## src/rtl/multiword_add_seq_pkg.sv

```systemverilog
// Shared types and default sizing for the iterative multi-precision adder.
package multiword_add_seq_pkg;

    localparam int unsigned N_DEF     = 8;
    localparam int unsigned WORDS_DEF = 4;
    localparam int unsigned W         = N_DEF * WORDS_DEF;
    localparam int unsigned IDX_W     = $clog2(WORDS_DEF);

    typedef enum logic [1:0] {
        IDLE = 2'd0,
        RUN  = 2'd1,
        DONE = 2'd2
    } state_e;

endpackage

```

## src/rtl/multiword_add_seq_add_chunk.sv

```systemverilog
// N-bit carry-select adder: rippled lower half, upper half precomputed for both carries.
module add_chunk #(
    parameter int unsigned N = 8
) (
    input  logic [N-1:0] a,
    input  logic [N-1:0] b,
    input  logic         cin,
    output logic [N-1:0] sum,
    output logic         cout
);

    localparam int unsigned LO_W = N / 2;
    localparam int unsigned HI_W = N - LO_W;

    logic [LO_W:0] lo_c;
    logic [HI_W:0] hi0_c;
    logic [HI_W:0] hi1_c;

    // Lower half ripples from cin; both upper-half candidates are formed in parallel.
    always_comb begin
        lo_c  = (LO_W+1)'(a[LO_W-1:0]) + (LO_W+1)'(b[LO_W-1:0]) + (LO_W+1)'(cin);
        hi0_c = (HI_W+1)'(a[N-1:LO_W]) + (HI_W+1)'(b[N-1:LO_W]);
        hi1_c = (HI_W+1)'(a[N-1:LO_W]) + (HI_W+1)'(b[N-1:LO_W]) + (HI_W+1)'(1'b1);
    end

    // Lower-half carry picks the upper-half candidate.
    always_comb begin
        sum[LO_W-1:0] = lo_c[LO_W-1:0];
        if (lo_c[LO_W]) begin
            sum[N-1:LO_W] = hi1_c[HI_W-1:0];
            cout          = hi1_c[HI_W];
        end else begin
            sum[N-1:LO_W] = hi0_c[HI_W-1:0];
            cout          = hi0_c[HI_W];
        end
    end

endmodule

```

## src/rtl/multiword_add_seq.sv

```systemverilog
// Iterative W-bit add/subtract: one N-bit chunk per cycle, LS chunk first, carry registered.
module multiword_add_seq
    import multiword_add_seq_pkg::*;
#(
    parameter int unsigned N     = N_DEF,
    parameter int unsigned WORDS = WORDS_DEF
) (
    input  logic                 clk,
    input  logic                 rst_n,
    input  logic                 start,
    input  logic                 sub,
    input  logic [N*WORDS-1:0]   a,
    input  logic [N*WORDS-1:0]   b,
    output logic                 busy,
    output logic                 done,
    output logic [N*WORDS-1:0]   sum,
    output logic                 cout,
    output logic                 ovf
);

    localparam int unsigned OP_W = N * WORDS;
    localparam int unsigned IX_W = $clog2(WORDS);

    state_e            state_q, state_d;
    logic [OP_W-1:0]   opa_q, opa_d;
    logic [OP_W-1:0]   opb_q, opb_d;
    logic [OP_W-1:0]   sum_q, sum_d;
    logic [IX_W-1:0]   idx_q, idx_d;
    logic              carry_q, carry_d;
    logic              cout_q, cout_d;
    logic              ovf_q, ovf_d;
    logic              busy_q, busy_d;
    logic              done_q, done_d;

    logic [N-1:0]      opa_chunk_c;
    logic [N-1:0]      opb_chunk_c;
    logic [N-1:0]      chunk_sum_c;
    logic              chunk_cout_c;
    logic              last_c;

    assign last_c = (idx_q == IX_W'(WORDS - 1));

    // Select the operand chunks addressed by the current index.
    always_comb begin
        opa_chunk_c = '0;
        opb_chunk_c = '0;
        for (int unsigned w = 0; w < WORDS; w++) begin
            if (idx_q == IX_W'(w)) begin
                opa_chunk_c = opa_q[w*N +: N];
                opb_chunk_c = opb_q[w*N +: N];
            end
        end
    end

    add_chunk #(.N(N)) u_add_chunk (
        .a    (opa_chunk_c),
        .b    (opb_chunk_c),
        .cin  (carry_q),
        .sum  (chunk_sum_c),
        .cout (chunk_cout_c)
    );

    // State register.
    always_ff @(posedge clk) begin
        if (!rst_n) state_q <= IDLE;
        else        state_q <= state_d;
    end

    // Next-state logic.
    always_comb begin
        state_d = state_q;
        case (state_q)
            IDLE:    if (start) state_d = RUN;
            RUN:     if (last_c) state_d = DONE;
            DONE:    state_d = IDLE;
            default: state_d = IDLE;
        endcase
    end

    // Output decode, registered so busy/done align with the state they describe.
    always_comb begin
        busy_d = (state_d != IDLE);
        done_d = (state_d == DONE);
    end

    // Datapath next-state: latch operands on accept, fold in one chunk per RUN cycle.
    always_comb begin
        opa_d   = opa_q;
        opb_d   = opb_q;
        sum_d   = sum_q;
        idx_d   = idx_q;
        carry_d = carry_q;
        cout_d  = cout_q;
        ovf_d   = ovf_q;
        case (state_q)
            IDLE: begin
                if (start) begin
                    opa_d   = a;
                    opb_d   = sub ? ~b : b;
                    carry_d = sub;
                    idx_d   = '0;
                    sum_d   = '0;
                    cout_d  = 1'b0;
                    ovf_d   = 1'b0;
                end
            end
            RUN: begin
                for (int unsigned w = 0; w < WORDS; w++) begin
                    if (idx_q == IX_W'(w)) sum_d[w*N +: N] = chunk_sum_c;
                end
                carry_d = chunk_cout_c;
                if (last_c) begin
                    cout_d = chunk_cout_c;
                    ovf_d  = (opa_q[OP_W-1] == opb_q[OP_W-1]) &&
                             (chunk_sum_c[N-1] != opa_q[OP_W-1]);
                end else begin
                    idx_d = idx_q + IX_W'(1);
                end
            end
            default: ;
        endcase
    end

    // Datapath and output registers.
    always_ff @(posedge clk) begin
        if (!rst_n) begin
            opa_q   <= '0;
            opb_q   <= '0;
            sum_q   <= '0;
            idx_q   <= '0;
            carry_q <= 1'b0;
            cout_q  <= 1'b0;
            ovf_q   <= 1'b0;
            busy_q  <= 1'b0;
            done_q  <= 1'b0;
        end else begin
            opa_q   <= opa_d;
            opb_q   <= opb_d;
            sum_q   <= sum_d;
            idx_q   <= idx_d;
            carry_q <= carry_d;
            cout_q  <= cout_d;
            ovf_q   <= ovf_d;
            busy_q  <= busy_d;
            done_q  <= done_d;
        end
    end

    assign busy = busy_q;
    assign done = done_q;
    assign sum  = sum_q;
    assign cout = cout_q;
    assign ovf  = ovf_q;

endmodule

```

## config.mk

```make
export PLATFORM = sky130hd
export DESIGN_NAME = multiword_add_seq
export DESIGN_NICKNAME = d
export VERILOG_FILES = /design/src/rtl/multiword_add_seq_pkg.sv /design/src/rtl/multiword_add_seq_add_chunk.sv /design/src/rtl/multiword_add_seq.sv
export SDC_FILE = /design/constraint.sdc
export NUM_CORES = 1
export LEC_CHECK = 0
export BUFFER_PORTS_ARGS = -buffer_cell sky130_fd_sc_hd__buf_2
export CORE_ASPECT_RATIO = 0.7
export CORE_UTILIZATION = 50
export DETAILED_ROUTE_END_ITERATION = 8
export PLACE_DENSITY_LB_ADDON = 0.12
export SLEW_MARGIN = 10
export SYNTH_ARGS = -nofsm -noshare
export SYNTH_HDL_FRONTEND = slang
export SYNTH_SLANG_ARGS = --single-unit
```

## constraint.sdc

```tcl
create_clock -name clk -period 5.29 [get_ports clk]
set_clock_uncertainty 0.15 [all_clocks]
set_input_delay 0.2645 -clock clk [delete_from_list [all_inputs] [get_ports clk]]
set_output_delay 0.2645 -clock clk [all_outputs]
set_load 0.01 [all_outputs]
```

==> key figures, run 1 <==
Timing
  – Fmax: 248 MHz
  – Rel. slew slack: 20.7%
  – Setup TNS: 0 ns
  – Least-Margin Pin Slew: 1.19 ns
  – RSZ-0062 raised after global routing: no
  – Final period utilization: 76.3%
  – Crit path time final: 4.03 ns
  – Final Max Slew Viols: 0
  – Hold Vio Cnt, Final: 0
  – Endpoints failing setup: 0

Route
  – Vias post-DR: 4371
  – Routed WL: 12000 um
  – Residual DRC: 0
  – Drt via density: 5.34
  – DRT iter0 DRCs: 335
  – Routed WL per cell: 14.7 um
  – Final ANT Viol Nets: 0
  – First-pass iteration count of the detailed router: 5

Worst setup path
  – Capture point of the worst reg-to-reg path: ovf
  – Worst-path fanout max: 34
  – R2R cell count: 14
  – Critical Path Start Type: flop
  – WP data required: 5.37 ns
  – Crit path DAT: 4.12 ns
  – Critical path class: flop to flop
  – FF-to-FF Start: idx_q[1]
  – Crit. End Element: flop
  – R2R setup slack: 1.26 ns

GRT
  – Grt total ovfl: 0
  – Number of global-route vias before repair: 4001
  – Antenna violations before repair: 0
  – First-pass GRT wire length: 19600 um
  – Largest net degree at the start of global routing: 57
  – Total track usage: 24.2%

Power and ir drop
  – P_leak: 2.37 nW
  – Power per cell area: 316 nW/um2
  – Maximum VDD drop: 0.000153 V

Logic synthesis
  – Xor/xnor share of the synthesized area: 6.78%
  – Synth area leader: dfxtp_1
  – Simple-gate portion of the synthesized area: 20.7%
  – Top cells by count, synth: nand2_1 (112), dfxtp_1 (105), a21oi_1 (85), nor2_1 (59)
  – Post-synth net total: 701
  – Compound-Gate Fraction of Synth Area: 20.0%
  – Mapped cell area: 4980 um2
  – Ys async rst share: 0%
  – Syn Area/Cell: 8.06 um2
  – Cells after synthesis: 618
  – Total number of yosys warnings: 0
  – Synth cell types: 40
  – Sequential area share after synthesis: 42.2%
  – Combinational family with the most area after synthesis: simple AND/OR/NAND/NOR gates
  – Post-synth EDFFs: 0
  – Yosys reg bits: 105
  – Synthesized-area fraction occupied by adder cells: 4.22%
  – Synth top area cells: dfxtp_1 (42%), a21oi_1 (8.5%), nand2_1 (8.4%), xnor2_1 (5.8%), a211oi_1 (5.0%)
  – Mux cell area share after synthesis: 1.26%
  – Top-count cell post-synth: nand2_1
  – Ys flop type: dfxtp_1
  – Synth top area share: 42.2%

Die
  – Site Rows: 30
  – Die Ht: 85.5 um
  – Die width: 121 um
  – I/O pins: 104
  – Core area: 9680 um2
  – Full die area: 10400 um2
  – Effective utilization at floorplan: 51.5%

Clock tree
  – Clock root cell: clkbuf_16
  – CTS buffer count: 9
  – Worst skew pair latency: 0.34 ns
  – Setup bufs post-CTS: 0
  – H-Tree Depth: 3
  – CTS tree: done
  – Gates resized, CTS repair: 0
  – Clock transition at path regs: 0.07 ns
  – CTS Sinks: 105
  – Maximum clock path buffer count: 2

Hold path
  – Hold Path Class: input port to flop
  – HP Start: a[14]
  – Hold worst-path end: opa_q[14]
  – Hold Path Stages: 3

Status
  – Status: completed

Run
  – Max Cap Viol: 0

Finish
  – Layout cells sized above 1: 19.4%
  – Layout area overhead: 15.8%
  – Fin nets: 769
  – Antenna Cells: 0
  – Final core occ: 59.6%

Placement
  – Port Buffers: 103
  – Final RePlAce weighted congestion: 0.845
  – Post-DP HPWL: 8690 um
==> metrics by stage <==
step           cell area [um2]  cells  hold slack [ns]  worst slack [ns]  total power, W
2_1_floorplan             4980    618            0.250              1.83         0.00111
3_3_place_gp              5480    802            0.292              1.43         0.00120
3_5_place_dp              5480    802            0.298              1.27         0.00121
4_1_cts                   5770    818          0.00253              1.26         0.00184
5_1_grt                   5770    818          0.00297             0.933         0.00192
6_report                  5770    818          0.00923              1.26         0.00182
==> critical path: stages (launching register included) <==
cell and delay [ns]:
dfxtp_1 0.35, inv_1 0.09, ha_1 0.76, nand2_1 0.12
a21oi_1 0.15, a21oi_1 0.06, nor2_1 0.13, a21oi_1 0.07
fa_1 0.44, fa_1 0.40, nand2b_4 0.18, a2111oi_2 0.36
xnor3_1 0.30, mux2i_1 0.14, a32o_1 0.22
==> how the worst max path moves through the flow <==
| stage | depth (start not counted) | start | to | slack [ns] |
|---|---|---|---|---|
| final | 14 | idx_q[1] | ovf | 1.26 |
| after CTS | 14 | idx_q[1] | ovf | 1.26 |
| after global routing | 14 | idx_q[1] | ovf | 0.93 |
| after floorplan | 15 | idx_q[1] | ovf | 1.83 |
| after detailed placement | 14 | idx_q[1] | ovf | 1.27 |
| after global placement | 14 | idx_q[1] | ovf | 1.43 |
==> repair_timing <==
| action | 4_1_cts | 5_1_grt |
|---|---|---|
| hold endpoints to repair | 1 | 0 |
| hold buffers | 1 | 0 |
| setup endpoints to repair | 0 | 0 |
==> layer usage <==
metal	routed length, um	track usage [%]	vias to the layer above
met5	0	0	-
met1	5810	33.7	2009
met4	86	5.72	0
met3	800	6.05	7
li1	-	-	2244
met2	5330	37.8	111
==> cell usage in the layout, fill, tap and decap left out, types with 2 or more instances in the layout <==
| cell type | netlist | routed |
|---|---|---|
| clkbuf_16 | 0 | 9 |
| ha_1 | 12 | 12 |
| or3b_1 | 6 | 6 |
| a21o_2 | 2 | 2 |
| nand2_1 | 112 | 112 |
| nand2b_1 | 6 | 6 |
| a21o_1 | 8 | 8 |
| a22oi_1 | 8 | 8 |
| xor2_1 | 3 | 3 |
| buf_2 | 15 | 103 |
| dfxtp_1 | 105 | 105 |
| o21ai_0 | 24 | 24 |
| fa_1 | 3 | 3 |
| mux2_2 | 2 | 2 |
| buf_4 | 0 | 3 |
| clkbuf_8 | 0 | 3 |
| nand3b_1 | 17 | 17 |
| or2_2 | 3 | 3 |
| inv_1 | 8 | 8 |
| a211oi_1 | 33 | 33 |
| nor2_1 | 59 | 59 |
| nand3_1 | 15 | 15 |
| nor3_1 | 4 | 4 |
| mux2i_1 | 4 | 4 |
| nor2b_1 | 2 | 2 |
| xnor2_1 | 33 | 33 |
| a21oi_1 | 85 | 85 |
==> layout make-up <==
type	instances	area, um2
clock buffer	13	270
clock inverter	2	12.5
fill	928	3910
inverter	9	33.8
multi-input combinational	454	2650
sequential	105	2100
tap	128	160
timing repair buffer	107	548
==> cell families (layout without fill, tap and decap cells) <==
family / Yosys count / in the layout
and+or+nand+nor: 229 / 229
AOI/OAI and AO/OA: 167 / 167
DFF: 105 / 105
buffers and inverters: 59 / 131
xor gates and xnor gates: 37 / 37
adders and majority gates: 15 / 15
muxes: 6 / 6
==> flip-flops by register name (all words and copies together) (netlist names) <==
name	count
busy	1
carry_q	1
cout	1
done	1
idx_q	2
opa_q	32
opb_q	32
ovf	1
state_q	2
sum	32
==> power by group <==
part	internal, W	switching (W)
sequential	0.000842	0.0000346
clock	0.000355	0.000278
combinational	0.000131	0.000183
total	0.00133	0.000496
(Power assumes the default switching activity.)
==> run 2, diff against run 1 <==
--- a/config.mk
+++ b/config.mk
@@ -7,7 +7,7 @@
 export LEC_CHECK = 0
 export BUFFER_PORTS_ARGS = -buffer_cell sky130_fd_sc_hd__buf_2
 export CORE_ASPECT_RATIO = 0.7
-export CORE_UTILIZATION = 50
+export CORE_UTILIZATION = 49
 export DETAILED_ROUTE_END_ITERATION = 8
 export PLACE_DENSITY_LB_ADDON = 0.12
 export SLEW_MARGIN = 10
==> constraint.sdc (replaced) <==
create_clock -name clk -period 3.7 [get_ports clk]
set_clock_uncertainty 0.15 [all_clocks]
set_input_delay 0.185 -clock clk [delete_from_list [all_inputs] [get_ports clk]]
set_output_delay 0.185 -clock clk [all_outputs]
set_load 0.01 [all_outputs]
==> run 2 against run 1 <==
  * Global-route usage rose by 1.3 points
  * Hold slack got worse by 0.0051 ns
  * Cell count rose by 8.1%
  * Combinational power rose by 62%
  * Wire length up 7.2%
  * Cell area up 12%
  * Clock power up 55%
  * Via count grew 7.2%
  * Critical path type unchanged
  * Largest power group unchanged
==> key figures, run 2 (synthesized netlist as in run 1, its figures left out) <==
GRT
  – Number of global-route vias before repair: 4451 (+11%)
  – Grt total ovfl: 0 (unchanged)
  – Total track usage: 25.5% (+1.3 points)
  – Largest net degree at the start of global routing: 48 (-16%)
  – First-pass GRT wire length: 20900 um (+6.9%)
  – Antenna violations before repair: 0 (unchanged)

Worst setup path
  – Critical path cell sequence: inv_1 -> ha_2 -> buf_4 -> nand3b_1 -> a21oi_1 -> a21oi_1 -> o21ai_0 -> ha_1 -> nor2_1 -> a21oi_2 -> xor2_1 -> or3b_1 -> a21oi_1
  – Critical path class: flop to flop
  – CP dominant cell by count: a21oi_1
  – Critical Path Start Type: flop
  – Critical path's top delay family: compound AO/OA/AOI/OAI gates
  – CP max-delay cell: or3b_1
  – WP data required: 3.81 ns (-1.56 ns)
  – Crit. End Element: flop
  – Crit path largest cell delay: 0.39 ns (-0.37 ns)
  – Crit path DAT: 3.58 ns (-0.54 ns)
  – Buffers & Inverters on Critical Path: 2 (+1)
  – Worst-path fanout max: 14 (-59%)

Clock tree
  – Setup bufs post-CTS: 0 (unchanged)
  – CTS Sinks: 105 (unchanged)
  – Maximum clock path buffer count: 2 (unchanged)
  – Clock root cell: clkbuf_16
  – CTS tree: done
  – Worst skew pair latency: 0.34 ns (about the same)
  – Clock transition at path regs: 0.07 ns (about the same)
  – H-Tree Depth: 3 (unchanged)
  – CTS buffer count: 9 (unchanged)

Finish
  – Fin nets: 834 (+8.5%)
  – Antenna Cells: 0 (unchanged)
  – Layout cells sized above 1: 19.7% (+0.29 points)
  – Most frequent cells in the layout: nand2_1 (112), dfxtp_1 (104), buf_2 (103), a21oi_1 (85), nor2_1 (59)
  – Most common cell after layout, fill and taps aside: nand2_1
  – Layout area overhead: 29.3%

Timing
  – RSZ-0062 raised after global routing: no
  – Least-Margin Pin Slew: 0.893 ns (-0.294 ns)
  – Endpoints failing setup: 0 (unchanged)
  – Hold Vio Cnt, Final: 0 (unchanged)
  – Setup WS post-layout: 0.235 ns (-1.02 ns)
  – Final Max Slew Viols: 0 (unchanged)
  – Rel. slew slack: 40.4% (+20 points)
  – Crit path time final: 3.46 ns (-0.569 ns)
  – Final period utilization: 93.6% (+17 points)
  – Fmax: 289 MHz (+16%)
  – Setup TNS: 0 ns (unchanged)

Route
  – Routed WL per cell: 14.6 um (-0.76%)
  – Residual DRC: 0 (unchanged)
  – Vias post-DR: 4687 (+7.2%)
  – Drt via density: 5.30 (-0.78%)
  – DRT iter0 DRCs: 245 (-27%)
  – First-pass iteration count of the detailed router: 5 (unchanged)
  – Routed WL: 12900 um (+7.2%)
  – Final ANT Viol Nets: 0 (unchanged)

Die
  – Die Ht: 86.4 um (+0.99%)
  – I/O pins: 104 (unchanged)
  – Full die area: 10600 um2 (+2.0%)
  – Die width: 123 um (+1.0%)
  – Site Rows: 30 (unchanged)
  – Effective utilization at floorplan: 50.9% (-0.59 points)
  – Core area: 9800 um2 (+1.2%)

Power and ir drop
  – Power per cell area: 425 nW/um2 (+35%)
  – Clock Power Share: 35.7% (+1.0 points)
  – Sequential share of power: 45.7% (-2.4 points)
  – Comb pwr share: 18.6% (+1.4 points)
  – Sw Share: 26.4% (-0.79 points)
  – P_leak: 2.66 nW (+12%)
  – Internal power: 0.00202 W (+52%)
  – Switching power total: 0.000723 W (+46%)
  – Maximum VDD drop: 0.000234 V (+53%)

Placement
  – Port Buffers: 103 (unchanged)
  – Final RePlAce weighted congestion: 0.792 (-6.2%)
  – Pre-CTS setup slack: 0.0276 ns (-1.24 ns)
  – Post-DP HPWL: 8780 um (+1.1%)

Status
  – Status: completed

Hold path
  – Hold Path Class: input port to flop

Run
  – Max Cap Viol: 0 (unchanged)
==> run 2: cell count changes in the layout (fill, tap and decap cells not counted), moves of 3 or more <==
cell | previous run | this run
buf_4 | 3 | 12
dlygate4sd3_1 | 1 | 57
ha_1 | 12 | 9
ha_2 | 0 | 3
==> run 2: final timing paths <==
kind | start | endpoint | slack [ns] | depth (start not counted)
worst max-delay path | idx_q[1] | sum[4] | 0.24 | 13
worst min-delay path | b[3] | opb_q[3] | 0.004 | 3
worst max register to register | idx_q[1] | sum[4] | 0.24 | 13
worst min register to register | sum[13] | sum[13] | 0.30 | 2
==> run 2: what timing repair did <==
action	CTS	global route
endpoints found under the hold margin	57	0
resized for setup	0	7
hold buffers	57	0
setup endpoints to repair	0	15
==> run 2: per-layer routing <==
metal / part of all wire (%) / global-route usage, % / vias up
met1: 48 / 34.3 / 2182
met5: 0 / 0 / -
li1: - / - / 2372
met3: 5.5 / 5.66 / 11
met4: 1.0 / 5.54 / 0
met2: 46 / 41.9 / 122
==> run 2: final cells by class <==
| type | count | area [um2] |
|---|---|---|
| Clock buffer | 14 | 274 |
| Timing Repair Buffer | 172 | 1180 |
| Fill cell | 819 | 3350 |
| Inverter | 9 | 33.8 |
| Sequential cell | 105 | 2100 |
| Clock inverter | 2 | 35.0 |
| Tap cell | 128 | 160 |
| Multi-Input combinational cell | 454 | 2660 |
==> run 2: through the flow <==
step / hold slack (ns) / total power [W] / instances / instance area, um2 / utilization (%)
4_1_cts: 0.000125 / 0.00275 / 884 / 6430 / 65.6
3_5_place_dp: 0.281 / 0.00173 / 811 / 5550 / 56.6
5_1_grt: 0.00254 / 0.00287 / 884 / 6440 / 65.8
2_1_floorplan: 0.171 / 0.00159 / 618 / 4980 / -
3_3_place_gp: 0.278 / 0.00172 / 811 / 5550 / 56.6
6_report: 0.00417 / 0.00274 / 884 / 6440 / 65.8
==> run 2: power groups by stage <==
stage / Clock (W) / Sequential [W] / Combinational, W
global route: 0.00104 / 0.00126 / 0.000569
finish: 0.000978 / 0.00125 / 0.000510
CTS: 0.000996 / 0.00125 / 0.000506
floorplan: 0 / 0.00127 / 0.000326
detailed placement: 0 / 0.00128 / 0.000457
global placement: 0 / 0.00128 / 0.000444
==> run 2: worst min-delay path, cell delays in order <==
cell and delay, ns:
buf_2 0.09, xnor2_1 0.11, a211oi_1 0.07
==> run 3, diff against run 2 <==
--- a/config.mk
+++ b/config.mk
@@ -9,7 +9,7 @@
 export CORE_ASPECT_RATIO = 0.7
 export CORE_UTILIZATION = 49
 export DETAILED_ROUTE_END_ITERATION = 8
-export PLACE_DENSITY_LB_ADDON = 0.12
+export PLACE_DENSITY = 0.79
 export SLEW_MARGIN = 10
 export SYNTH_ARGS = -nofsm -noshare
 export SYNTH_HDL_FRONTEND = slang
==> run 3 against run 2 <==
  * Cell area shrank 0.93%
  * Core utilization decreased by 0.61 points
  * Count of clock-buffer cells in the layout decreased by 2
  * Flip-flop and latch count stayed put
  * First-iteration DRC count grew 13%
  * Non-clock buffer count fell by 9
  * Combinational power is essentially flat
  * Critical path depth increased by 1
  * Sequential power about the same
  * Largest power group unchanged
==> key figures, run 3 (synthesized netlist as in run 1, its figures left out) <==
Worst setup path
  – Buffers & Inverters on Critical Path: 3 (+1)
  – Crit path largest cell delay: 0.42 ns (+0.03 ns)
  – Critical path's top delay family: adder cells
  – WP data required: 3.79 ns (-0.02 ns)
  – Worst-path fanout max: 14 (unchanged)
  – Critical path cell sequence: inv_1 -> ha_1 -> buf_4 -> a21oi_1 -> a21oi_1 -> o21ai_0 -> ha_1 -> inv_1 -> fa_1 -> nand2b_1 -> a2111oi_4 -> xnor3_1 -> mux2i_1 -> a32o_1
  – Crit. End Element: flop
  – CP max-delay cell: fa_1
  – Critical Path Start Type: flop
  – Critical path class: flop to flop
  – Crit path DAT: 3.58 ns (about the same)

Clock tree
  – CTS buffer count: 9 (unchanged)
  – Clock transition at path regs: 0.06 ns (about the same)
  – CTS tree: done
  – H-Tree Depth: 3 (unchanged)
  – Maximum clock path buffer count: 2 (unchanged)
  – Worst skew pair latency: 0.34 ns (about the same)
  – CTS Sinks: 105 (unchanged)
  – Clock root cell: clkbuf_16
  – Setup bufs post-CTS: 0 (unchanged)

Finish
  – Reg area: 2100 um2 (about the same)
  – Most frequent cells in the layout: nand2_1 (112), dfxtp_1 (103), buf_2 (103), a21oi_1 (85), nor2_1 (59)
  – Antenna Cells: 0 (unchanged)
  – Fill count: 803 (-2.0%)
  – Multi-input combinational cell area: 2700 um2 (+1.5%)
  – Most common cell after layout, fill and taps aside: nand2_1
  – Final Cell Area: 6380 um2 (-0.93%)
  – Layout cells sized above 1: 19.8% (+0.13 points)
  – Fin nets: 825 (-1.1%)
  – Layout area overhead: 28.1%

GRT
  – Grt total ovfl: 0 (unchanged)
  – Antenna violations before repair: 0 (unchanged)
  – Largest net degree at the start of global routing: 77 (+60%)
  – First-pass GRT wire length: 20800 um (-0.36%)
  – Number of global-route vias before repair: 4449 (-0.045%)
  – Total track usage: 25.7% (+0.18 points)

Placement
  – Post-DP HPWL: 9130 um (+3.9%)
  – Port Buffers: 103 (unchanged)
  – Final RePlAce weighted congestion: 0.885 (+12%)
  – Area of placed instances: 5550 um2 (about the same)

Die
  – Die width: 123 um (unchanged)
  – I/O pins: 104 (unchanged)
  – Site Rows: 30 (unchanged)
  – Core area: 9800 um2 (unchanged)
  – Effective utilization at floorplan: 50.9% (unchanged)
  – Die Ht: 86.4 um (unchanged)
  – Full die area: 10600 um2 (unchanged)

Route
  – DRT iter0 DRCs: 278 (+13%)
  – Routed WL per cell: 14.9 um (+1.9%)
  – Final ANT Viol Nets: 0 (unchanged)
  – First-pass iteration count of the detailed router: 5 (unchanged)
  – Routed WL: 13000 um (+0.78%)
  – Vias post-DR: 4654 (-0.70%)
  – Drt via density: 5.32 (+0.43%)
  – Residual DRC: 0 (unchanged)

Timing
  – Least-Margin Pin Slew: 0.875 ns (-0.0184 ns)
  – Final Max Slew Viols: 0 (unchanged)
  – Setup TNS: 0 ns (unchanged)
  – Crit path time final: 3.49 ns (+0.0230 ns)
  – RSZ-0062 raised after global routing: no
  – Fmax: 287 MHz (-0.66%)
  – Rel. slew slack: 41.7% (+1.2 points)
  – Endpoints failing setup: 0 (unchanged)
  – Final period utilization: 94.3% (+0.62 points)
  – Hold Vio Cnt, Final: 0 (unchanged)

Power and ir drop
  – Power per cell area: 419 nW/um2 (-1.4%)
  – P_leak: 2.62 nW (-1.6%)
  – Maximum VDD drop: 0.000287 V (+23%)

Hold path
  – Hold Path Class: input port to flop

Status
  – Status: completed

Run
  – Max Cap Viol: 0 (unchanged)
[run 3: cell count changes in the layout (fill, tap and decap cells not counted), sizes merged]
| cell | previous run | this run |
|---|---|---|
| dlygate4sd3 | 57 | 49 |
| clkbuf | 14 | 12 |
| buf | 115 | 114 |
| clkinvlp | 0 | 1 |
[run 3: area by class of cell]
class / instances / area share [%]
clock buffer: 12 / 3.70
clock inverter: 3 / 0.666
inverter: 9 / 0.529
multi-input combinational: 454 / 42.3
sequential: 105 / 33.0
tap: 128 / 2.51
timing repair buffer: 163 / 17.3
[run 3: power by group]
group	leakage (nW)	internal [W]	switching [W]	total [W]
Clock	0.133	0.000520	0.000390	0.000910
Combinational	1.62	0.000231	0.000277	0.000509
Sequential	0.861	0.00120	0.0000538	0.00126
Total	2.62	0.00196	0.000721	0.00268
[run 3: worst min-delay path, delay by kind of cell]
family / cells / cell delay (ns)
AOI/OAI and AO/OA: 1 / 0.07
xor gates and xnor gates: 1 / 0.11
buffers and inverters: 1 / 0.08
[run 3: repair_timing]
item | 4_1_cts | 5_1_grt
endpoints found under the setup margin | 0 | 16
endpoints found under the hold margin | 49 | 0
hold buffers | 49 | 0
gates resized for setup | 0 | 11
[run 3: routing by layer]
metal	vias to the layer above	GRT usage [%]	routed length, um
li1	2353	-	-
met1	2146	34.1	6200
met3	17	5.99	734
met4	0	7.10	153
met2	138	41.9	5910
met5	-	0	0
[run 3: path summary, 6_finish.rpt]
path / startpoint / endpoint / slack (ns) / cells after the start
setup reg to reg: idx_q[0] / ovf / 0.21 / 14
hold reg to reg: sum[4] / sum[4] / 0.30 / 2
hold / removal: b[2] / opb_q[2] / 0.0004 / 3
setup / recovery: idx_q[0] / ovf / 0.21 / 14
[run 3: through the flow]
stage          instances  hold slack (ns)  util (%)  setup slack, ns  total power, W
6_report             874         0.000357      65.2            0.212         0.00268
5_1_grt              874          0.00581      65.2           0.0255         0.00280
4_1_cts              874          0.00152      64.5            0.113         0.00267
3_5_place_dp         810            0.279      56.7            0.141         0.00174
3_3_place_gp         810            0.281      56.7            0.282         0.00172
2_1_floorplan        618            0.171         -            0.236         0.00159
